## config.mk

```make
export PLATFORM = sky130hd
export DESIGN_NAME = muldiv_sequencer
export DESIGN_NICKNAME = d
export VERILOG_FILES = /design/src/rtl/muldiv_sequencer.sv
export SDC_FILE = /design/constraint.sdc
export NUM_CORES = 1
export LEC_CHECK = 0
export BUFFER_PORTS_ARGS = -buffer_cell sky130_fd_sc_hd__buf_2
export CAP_MARGIN = 20
export CORE_ASPECT_RATIO = 0.8
export CORE_MARGIN = 5
export CORE_UTILIZATION = 35
export CTS_BUF_LIST = sky130_fd_sc_hd__clkbuf_4 sky130_fd_sc_hd__clkbuf_8
export DETAILED_ROUTE_END_ITERATION = 10
export PLACE_DENSITY_LB_ADDON = 0.25
export SLEW_MARGIN = 10
export SYNTH_ARGS = -nofsm -noshare
export SYNTH_HDL_FRONTEND = slang
export SYNTH_SLANG_ARGS = --single-unit
```

## constraint.sdc

```tcl
create_clock -name iCLK -period 7.15 [get_ports iCLK]
set_input_delay 0 -clock iCLK [delete_from_list [all_inputs] [get_ports iCLK]]
set_output_delay 0 -clock iCLK [all_outputs]
set_load 0.1 [all_outputs]
```

## src/rtl/muldiv_sequencer.sv

```systemverilog
`default_nettype none
// ============================================================================
// Module   : muldiv_sequencer
// Purpose  : Multi-cycle HI/LO unit: iterative shift-add multiply, restoring
//            divide, MADD/MSUB accumulate and MTHI/MTLO. Optional feature
//            macro MULDIV_EARLY_TERM_EN enables multiply early termination.
// Revision : 1.0 - initial release
// ============================================================================
module muldiv_sequencer #(
    parameter int MUL_BITS  = 1,
    parameter int DIV_ITERS = 32
) (
    input  logic        iCLK,
    input  logic        iRST,
    input  logic        iStart,
    input  logic [4:0]  iOp,
    input  logic [31:0] iA,
    input  logic [31:0] iB,
    input  logic        iFlush,
    output logic        oBusy,
    output logic        oDone,
    output logic        oDivZero,
    output logic [31:0] oHI,
    output logic [31:0] oLO
);

    localparam logic [4:0] c_op_mult  = 5'h10;
    localparam logic [4:0] c_op_multu = 5'h11;
    localparam logic [4:0] c_op_div   = 5'h12;
    localparam logic [4:0] c_op_divu  = 5'h13;
    localparam logic [4:0] c_op_madd  = 5'h14;
    localparam logic [4:0] c_op_maddu = 5'h15;
    localparam logic [4:0] c_op_msub  = 5'h16;
    localparam logic [4:0] c_op_msubu = 5'h17;
    localparam logic [4:0] c_op_mthi  = 5'h18;
    localparam logic [4:0] c_op_mtlo  = 5'h19;

    localparam logic [1:0] c_st_idle = 2'd0;
    localparam logic [1:0] c_st_mul  = 2'd1;
    localparam logic [1:0] c_st_div  = 2'd2;
    localparam logic [1:0] c_st_fix  = 2'd3;

    localparam int         c_mul_iters = 32 / MUL_BITS;
    localparam logic [5:0] c_mul_last  = 6'(c_mul_iters - 1);
    localparam logic [5:0] c_div_last  = 6'(DIV_ITERS - 1);

    logic [1:0]  r_state;
    logic [4:0]  r_op;
    logic        r_neg;
    logic        r_rem_neg;
    logic        r_dz;
    logic [5:0]  r_cnt;
    logic [63:0] r_acc;
    logic [63:0] r_mcand;
    logic [31:0] r_mplier;
    logic [31:0] r_hi;
    logic [31:0] r_lo;
    logic        r_done;
    logic        r_dz_pulse;

    logic        w_is_mul;
    logic        w_is_div;
    logic        w_signed;
    logic        w_neg;
    logic [31:0] w_a_mag;
    logic [31:0] w_b_mag;
    logic [63:0] w_pp;
    logic [31:0] w_mplier_nxt;
    logic        w_mul_last;
    logic [32:0] w_trial;
    logic [63:0] w_div_nxt;
    logic [63:0] w_prod;
    logic [31:0] w_quo;
    logic [31:0] w_rem;
    logic [63:0] w_fix;

    always_comb begin
        w_is_mul = iOp inside {c_op_mult, c_op_multu, c_op_madd, c_op_maddu,
                               c_op_msub, c_op_msubu};
        w_is_div = iOp inside {c_op_div, c_op_divu};
        w_signed = iOp inside {c_op_mult, c_op_div, c_op_madd, c_op_msub};
        w_a_mag  = (w_signed && iA[31]) ? (32'd0 - iA) : iA;
        w_b_mag  = (w_signed && iB[31]) ? (32'd0 - iB) : iB;
        w_neg    = w_signed & (iA[31] ^ iB[31]);
    end

    // Multiplicand shifts left, multiplier right: the accumulator is always in
    // final position, so stopping early needs no realignment.
    always_comb begin
        w_pp = '0;
        for (int i = 0; i < MUL_BITS; i++) begin
            if (r_mplier[i]) w_pp = w_pp + (r_mcand << i);
        end
        w_mplier_nxt = r_mplier >> MUL_BITS;
    end

`ifdef MULDIV_EARLY_TERM_EN
    assign w_mul_last = (r_cnt == c_mul_last) || (w_mplier_nxt == 32'd0);
`else
    assign w_mul_last = (r_cnt == c_mul_last);
`endif

    // Restoring step: r_acc holds {remainder, dividend/quotient}.
    always_comb begin
        w_trial = r_acc[63:31] - {1'b0, r_mcand[31:0]};
        if (!w_trial[32]) w_div_nxt = {w_trial[31:0], r_acc[30:0], 1'b1};
        else              w_div_nxt = {r_acc[62:0], 1'b0};
    end

    always_comb begin
        w_prod = r_neg ? (64'd0 - r_acc) : r_acc;
        w_quo  = r_neg ? (32'd0 - r_acc[31:0]) : r_acc[31:0];
        w_rem  = r_rem_neg ? (32'd0 - r_acc[63:32]) : r_acc[63:32];
        w_fix  = {r_hi, r_lo};
        case (r_op)
            c_op_mult, c_op_multu: w_fix = w_prod;
            c_op_madd, c_op_maddu: w_fix = {r_hi, r_lo} + w_prod;
            c_op_msub, c_op_msubu: w_fix = {r_hi, r_lo} - w_prod;
            c_op_div, c_op_divu:   w_fix = r_dz ? {r_acc[31:0], 32'hFFFF_FFFF}
                                                : {w_rem, w_quo};
            default:               w_fix = {r_hi, r_lo};
        endcase
    end

    always_ff @(posedge iCLK or negedge iRST) begin
        if (!iRST) begin
            r_state    <= c_st_idle;
            r_op       <= '0;
            r_neg      <= 1'b0;
            r_rem_neg  <= 1'b0;
            r_dz       <= 1'b0;
            r_cnt      <= '0;
            r_acc      <= '0;
            r_mcand    <= '0;
            r_mplier   <= '0;
            r_hi       <= '0;
            r_lo       <= '0;
            r_done     <= 1'b0;
            r_dz_pulse <= 1'b0;
        end else begin
            r_done     <= 1'b0;
            r_dz_pulse <= 1'b0;
            case (r_state)
                c_st_idle: begin
                    if (iStart && !iFlush) begin
                        // Back-to-back moves commit, but oDone never stretches.
                        if (iOp == c_op_mthi) begin
                            r_hi   <= iA;
                            r_done <= ~r_done;
                        end else if (iOp == c_op_mtlo) begin
                            r_lo   <= iA;
                            r_done <= ~r_done;
                        end else if (w_is_mul || w_is_div) begin
                            r_op      <= iOp;
                            r_neg     <= w_neg;
                            r_rem_neg <= w_signed & iA[31];
                            r_cnt     <= '0;
                            r_dz      <= 1'b0;
                            if (w_is_div && iB == 32'd0) begin
                                r_dz    <= 1'b1;
                                r_acc   <= {32'd0, iA};
                                r_state <= c_st_fix;
                            end else if (w_is_div) begin
                                r_acc   <= {32'd0, w_a_mag};
                                r_mcand <= {32'd0, w_b_mag};
                                r_state <= c_st_div;
                            end else begin
                                r_acc    <= '0;
                                r_mcand  <= {32'd0, w_a_mag};
                                r_mplier <= w_b_mag;
                                r_state  <= c_st_mul;
                            end
                        end
                    end
                end
                c_st_mul: begin
                    if (iFlush) begin
                        r_state <= c_st_idle;
                    end else begin
                        r_acc    <= r_acc + w_pp;
                        r_mcand  <= r_mcand << MUL_BITS;
                        r_mplier <= w_mplier_nxt;
                        r_cnt    <= r_cnt + 6'd1;
                        if (w_mul_last) r_state <= c_st_fix;
                    end
                end
                c_st_div: begin
                    if (iFlush) begin
                        r_state <= c_st_idle;
                    end else begin
                        r_acc <= w_div_nxt;
                        r_cnt <= r_cnt + 6'd1;
                        if (r_cnt == c_div_last) r_state <= c_st_fix;
                    end
                end
                default: begin
                    r_state <= c_st_idle;
                    if (!iFlush) begin
                        r_hi       <= w_fix[63:32];
                        r_lo       <= w_fix[31:0];
                        r_done     <= 1'b1;
                        r_dz_pulse <= r_dz;
                    end
                end
            endcase
        end
    end

    assign oBusy    = (r_state != c_st_idle);
    assign oDone    = r_done;
    assign oDivZero = r_dz_pulse;
    assign oHI      = r_hi;
    assign oLO      = r_lo;

endmodule
`default_nettype wire

```

==> flow_summary.yaml <==
outcome:
  status: "finished, final reports clean"
placement:
  port-buffer-count: 139
  dp_hpwl_mm: 91.40
  place_inst: 4652
  gp_congestion: 1.012
  dpl_worst_slack_ns: 0.1654
sta:
  period_share_pct: 95.09
  layout_setup_ws_ns: 0.3512
  fmax_mhz: 147.1
  timing.slew.headroom_pct: 29.36
  skew_ns: 0.07280
  worstMarginPinSlew_ns: 1.033
  hold_viol: 0
  whs_ns: 0.07527
  finalCriticalPeriod_ns: 6.799
  finalSetupViolCount: 0
  slew_violations: 0
layout:
  final_cells: 4832
  syn2layout_area_growth_pct: 13.70
  layout_commonest_cell: "nand2_1"
  finalNetCount: 4020
  n_fill_cell: 8061
  mostFrequentLayoutCells: "416 x nand2_1, 330 x a21oi_1, 323 x nor2_1"
  drive_above_1_share_pct: 10.12
clocking:
  cts_max_level: 2
  path_clk_slew_ns: 0.07
  clockRootBuffer: "clkbuf_8"
  clock_latency_ns: 0.70
  cts_buffers: 47
  cts.sinks: 241
  cts_tree: "built"
  clock_path_buffers: 3
logic_synthesis:
  synth_area_um2: 27260
  synthDistinctLibCells: 88
  synthMuxAreaShare_pct: 2.258
  yosysSeqAreaShare_pct: 22.13
  ys_ff_latch: 241
  async_flop_share_pct: 100.0
  synth_area_leader_cell: "dfrtp_1"
  yosysWarnings: 0
  synth_ff_type: "dfrtp_1"
  netlist.area_leader.share_pct: 22.13
  synth_compound_area_share_pct: 28.52
  synth_edf_count: 0
  synth-simple-area-share_pct: 21.48
  syn_inst: 3657
  synth.avg_cell_area_um2: 7.453
  synthAdderAreaFrac_pct: 7.932
  synth_top_family_by_area: "compound AO/OA/AOI/OAI gates"
  synth_fp_nets: 3901
  ys_top_cells_by_area: "dfrtp_1 22%, ha_1 7.7%, xnor2_1 6.7%"
  synth_xor_area_share_pct: 12.62
setup_path:
  endpoint_kind: "flop"
  crit_type: "flop to flop"
  crit_required_ns: 7.75
  crit_arrival_ns: 7.40
  cp-start-kind: "flop"
  path_max_fanout: 9
pwr:
  p_per_area_nw_per_um2: 504.1
  netSwitchingPower_mw: 9.185
  switching_share_pct: 58.79
  pwr-share-clk_pct: 10.0
  p_leak_nw: 13.46
  irDropWorstVdd_mv: 0.3220
  pwr-share-comb_pct: 74.0
  p_total_mw: 15.62
  power.share.sequential_pct: 16.0
  internal-power_mw: 6.439
floorplan:
  core_area_um2: 77200
  fp.dieArea_um2: 83590
  io-pin-count: 140
  row_count: 91
  start_util_pct: 35.31
  die_w_um: 322.0
  chipHeight_um: 259.6
detailed_routing:
  num_vias: 29005
  wl_per_cell_um: 24.67
  route.detailed.drc: 0
  first_pass_iters: 8
  via_per_inst: 6.003
  drt_iter0_markers: 3512
  wirelength_mm: 119.2
  ant_nets: 0
flow_run:
  cap_viol_max_count: 0
global_routing:
  grtUsageTotal_pct: 27.41
  overflow: 0
  grt_max_degree: 115
  antenna_found_initial: 4
  grt_pass1_vias: 26810
  grt_pass1_wl_mm: 176.7
min_path:
  hp-class: "input pin to flop"
==> layout make-up <==
| type | instances | area [um2] | area share [%] |
|---|---|---|---|
| multi-input combinational | 3058 | 19930 | 64.32 |
| tap | 1023 | 1280 | 4.130 |
| sequential | 241 | 6033 | 19.47 |
| timing repair buffer | 324 | 2372 | 7.654 |
| inverter | 104 | 390.4 | 1.260 |
| antenna | 3 | 7.507 | 0.02422 |
| clock inverter | 7 | 102.6 | 0.3310 |
| clock buffer | 72 | 872.1 | 2.814 |
==> cells in the mapped netlist, drive strengths merged, types with 31 or more instances <==
cell type	n
and2	84
inv	104
a21o	96
nand3	44
o31ai	54
a211oi	82
nor2	324
buf	39
xnor2	210
xor2	182
ha	168
a21oi	331
nor2b	31
nand2	417
clkbuf	215
nor3	83
mux2i	48
dfrtp	241
nand4	50
o21ai	309
and3	31
a31oi	45
a221oi	59
==> cell families (layout without fill, tap and decap cells) <==
group,Yosys count,count (layout)
buf+inv,358,507
xor+xnor,392,392
fa+ha+maj,171,171
simple gates,1218,1218
compound gates,1217,1217
flops,241,241
mux,60,60
other cells,0,3
==> metal layers <==
metal  share of wire (%)  vias up  track usage, %  wire length (um)
met3                  11      217           7.765             13040
met2                  39     1367           38.13             46970
met1                  47    13928           41.15             55590
met4                 3.0        2           7.204              3531
li1                    -    13491               -                 -
met5               0.071        -               0                85
==> sequential cells by signal (all words and copies together), names as in the netlist <==
name	count
r_acc	64
r_state	2
oDivZero	1
r_dz	1
oHI	32
r_mplier	32
oLO	32
r_op	4
oDone	1
r_rem_neg	1
r_neg	1
r_mcand	64
r_cnt	6
==> repair_timing <==
action	in CTS	in global routing
hold endpoints to repair	212	0
setup endpoints to repair	0	13
gates resized for setup	0	7
setup buffers	0	3
hold buffers	94	0
==> path summary, 6_finish.rpt <==
path	from	endpoint	slack [ns]	cells past startpoint
max reg2reg	r_acc[0]$_DFFE_PN0P_	oHI[31]$_DFFE_PN0P_	0.35	23
max in group asynchronous	iRST	r_dz$_DFFE_PN0P_	5.76	4
max	r_acc[0]$_DFFE_PN0P_	oHI[31]$_DFFE_PN0P_	0.35	23
min reg2reg	r_op[4]$_DFFE_PN0P_	r_op[4]$_DFFE_PN0P_	0.46	1
min	iA[9]	oLO[9]$_DFFE_PN0P_	0.08	3
min in group asynchronous	iRST	r_acc[45]$_DFFE_PN0P_	0.33	3
==> through the flow <==
| step | cell area [um2] | TNS, ns | util (%) |
|---|---|---|---|
| 2_1_floorplan | 27260 | 0 | - |
| 3_3_place_gp | 28980 | 0 | 37.54 |
| 3_5_place_dp | 28980 | 0 | 37.54 |
| 4_1_cts | 30910 | 0 | 40.05 |
| 5_1_grt | 30990 | -0.007659 | 40.14 |
| 6_report | 30990 | 0 | 40.15 |
==> critical path: stages, from the launching register on <==
cell and delay, ns:
dfrtp_1 0.38, inv_1 0.11, ha_1 0.32, nor4b_4 0.42
and3_1 0.46, a21oi_1 0.14, xnor2_1 0.43, o2111ai_1 0.32
or2_2 0.42, nor4_2 0.41, a31oi_1 0.15, xnor2_1 0.23
ha_1 0.34, a21oi_1 0.23, o21ai_0 0.16, a21o_1 0.20
a21oi_1 0.20, o21ai_0 0.13, a311oi_2 0.45, nor3_1 0.16
nor4_2 0.42, a21oi_1 0.16, xnor2_1 0.16, o41ai_2 0.32
==> power by group through the flow <==
| stage | Sequential, mW | Clock, mW | Combinational [mW] |
|---|---|---|---|
| after CTS | 2.45 | 1.60 | 11.3 |
| after floorplan | 3.34 | 0 | 7.16 |
| after global placement | 2.47 | 0 | 11.2 |
| after global routing | 2.53 | 1.66 | 12.4 |
| final | 2.49 | 1.57 | 11.6 |
| after detailed placement | 2.48 | 0 | 11.2 |
Note: power is estimated with default switching activity, not from simulation.
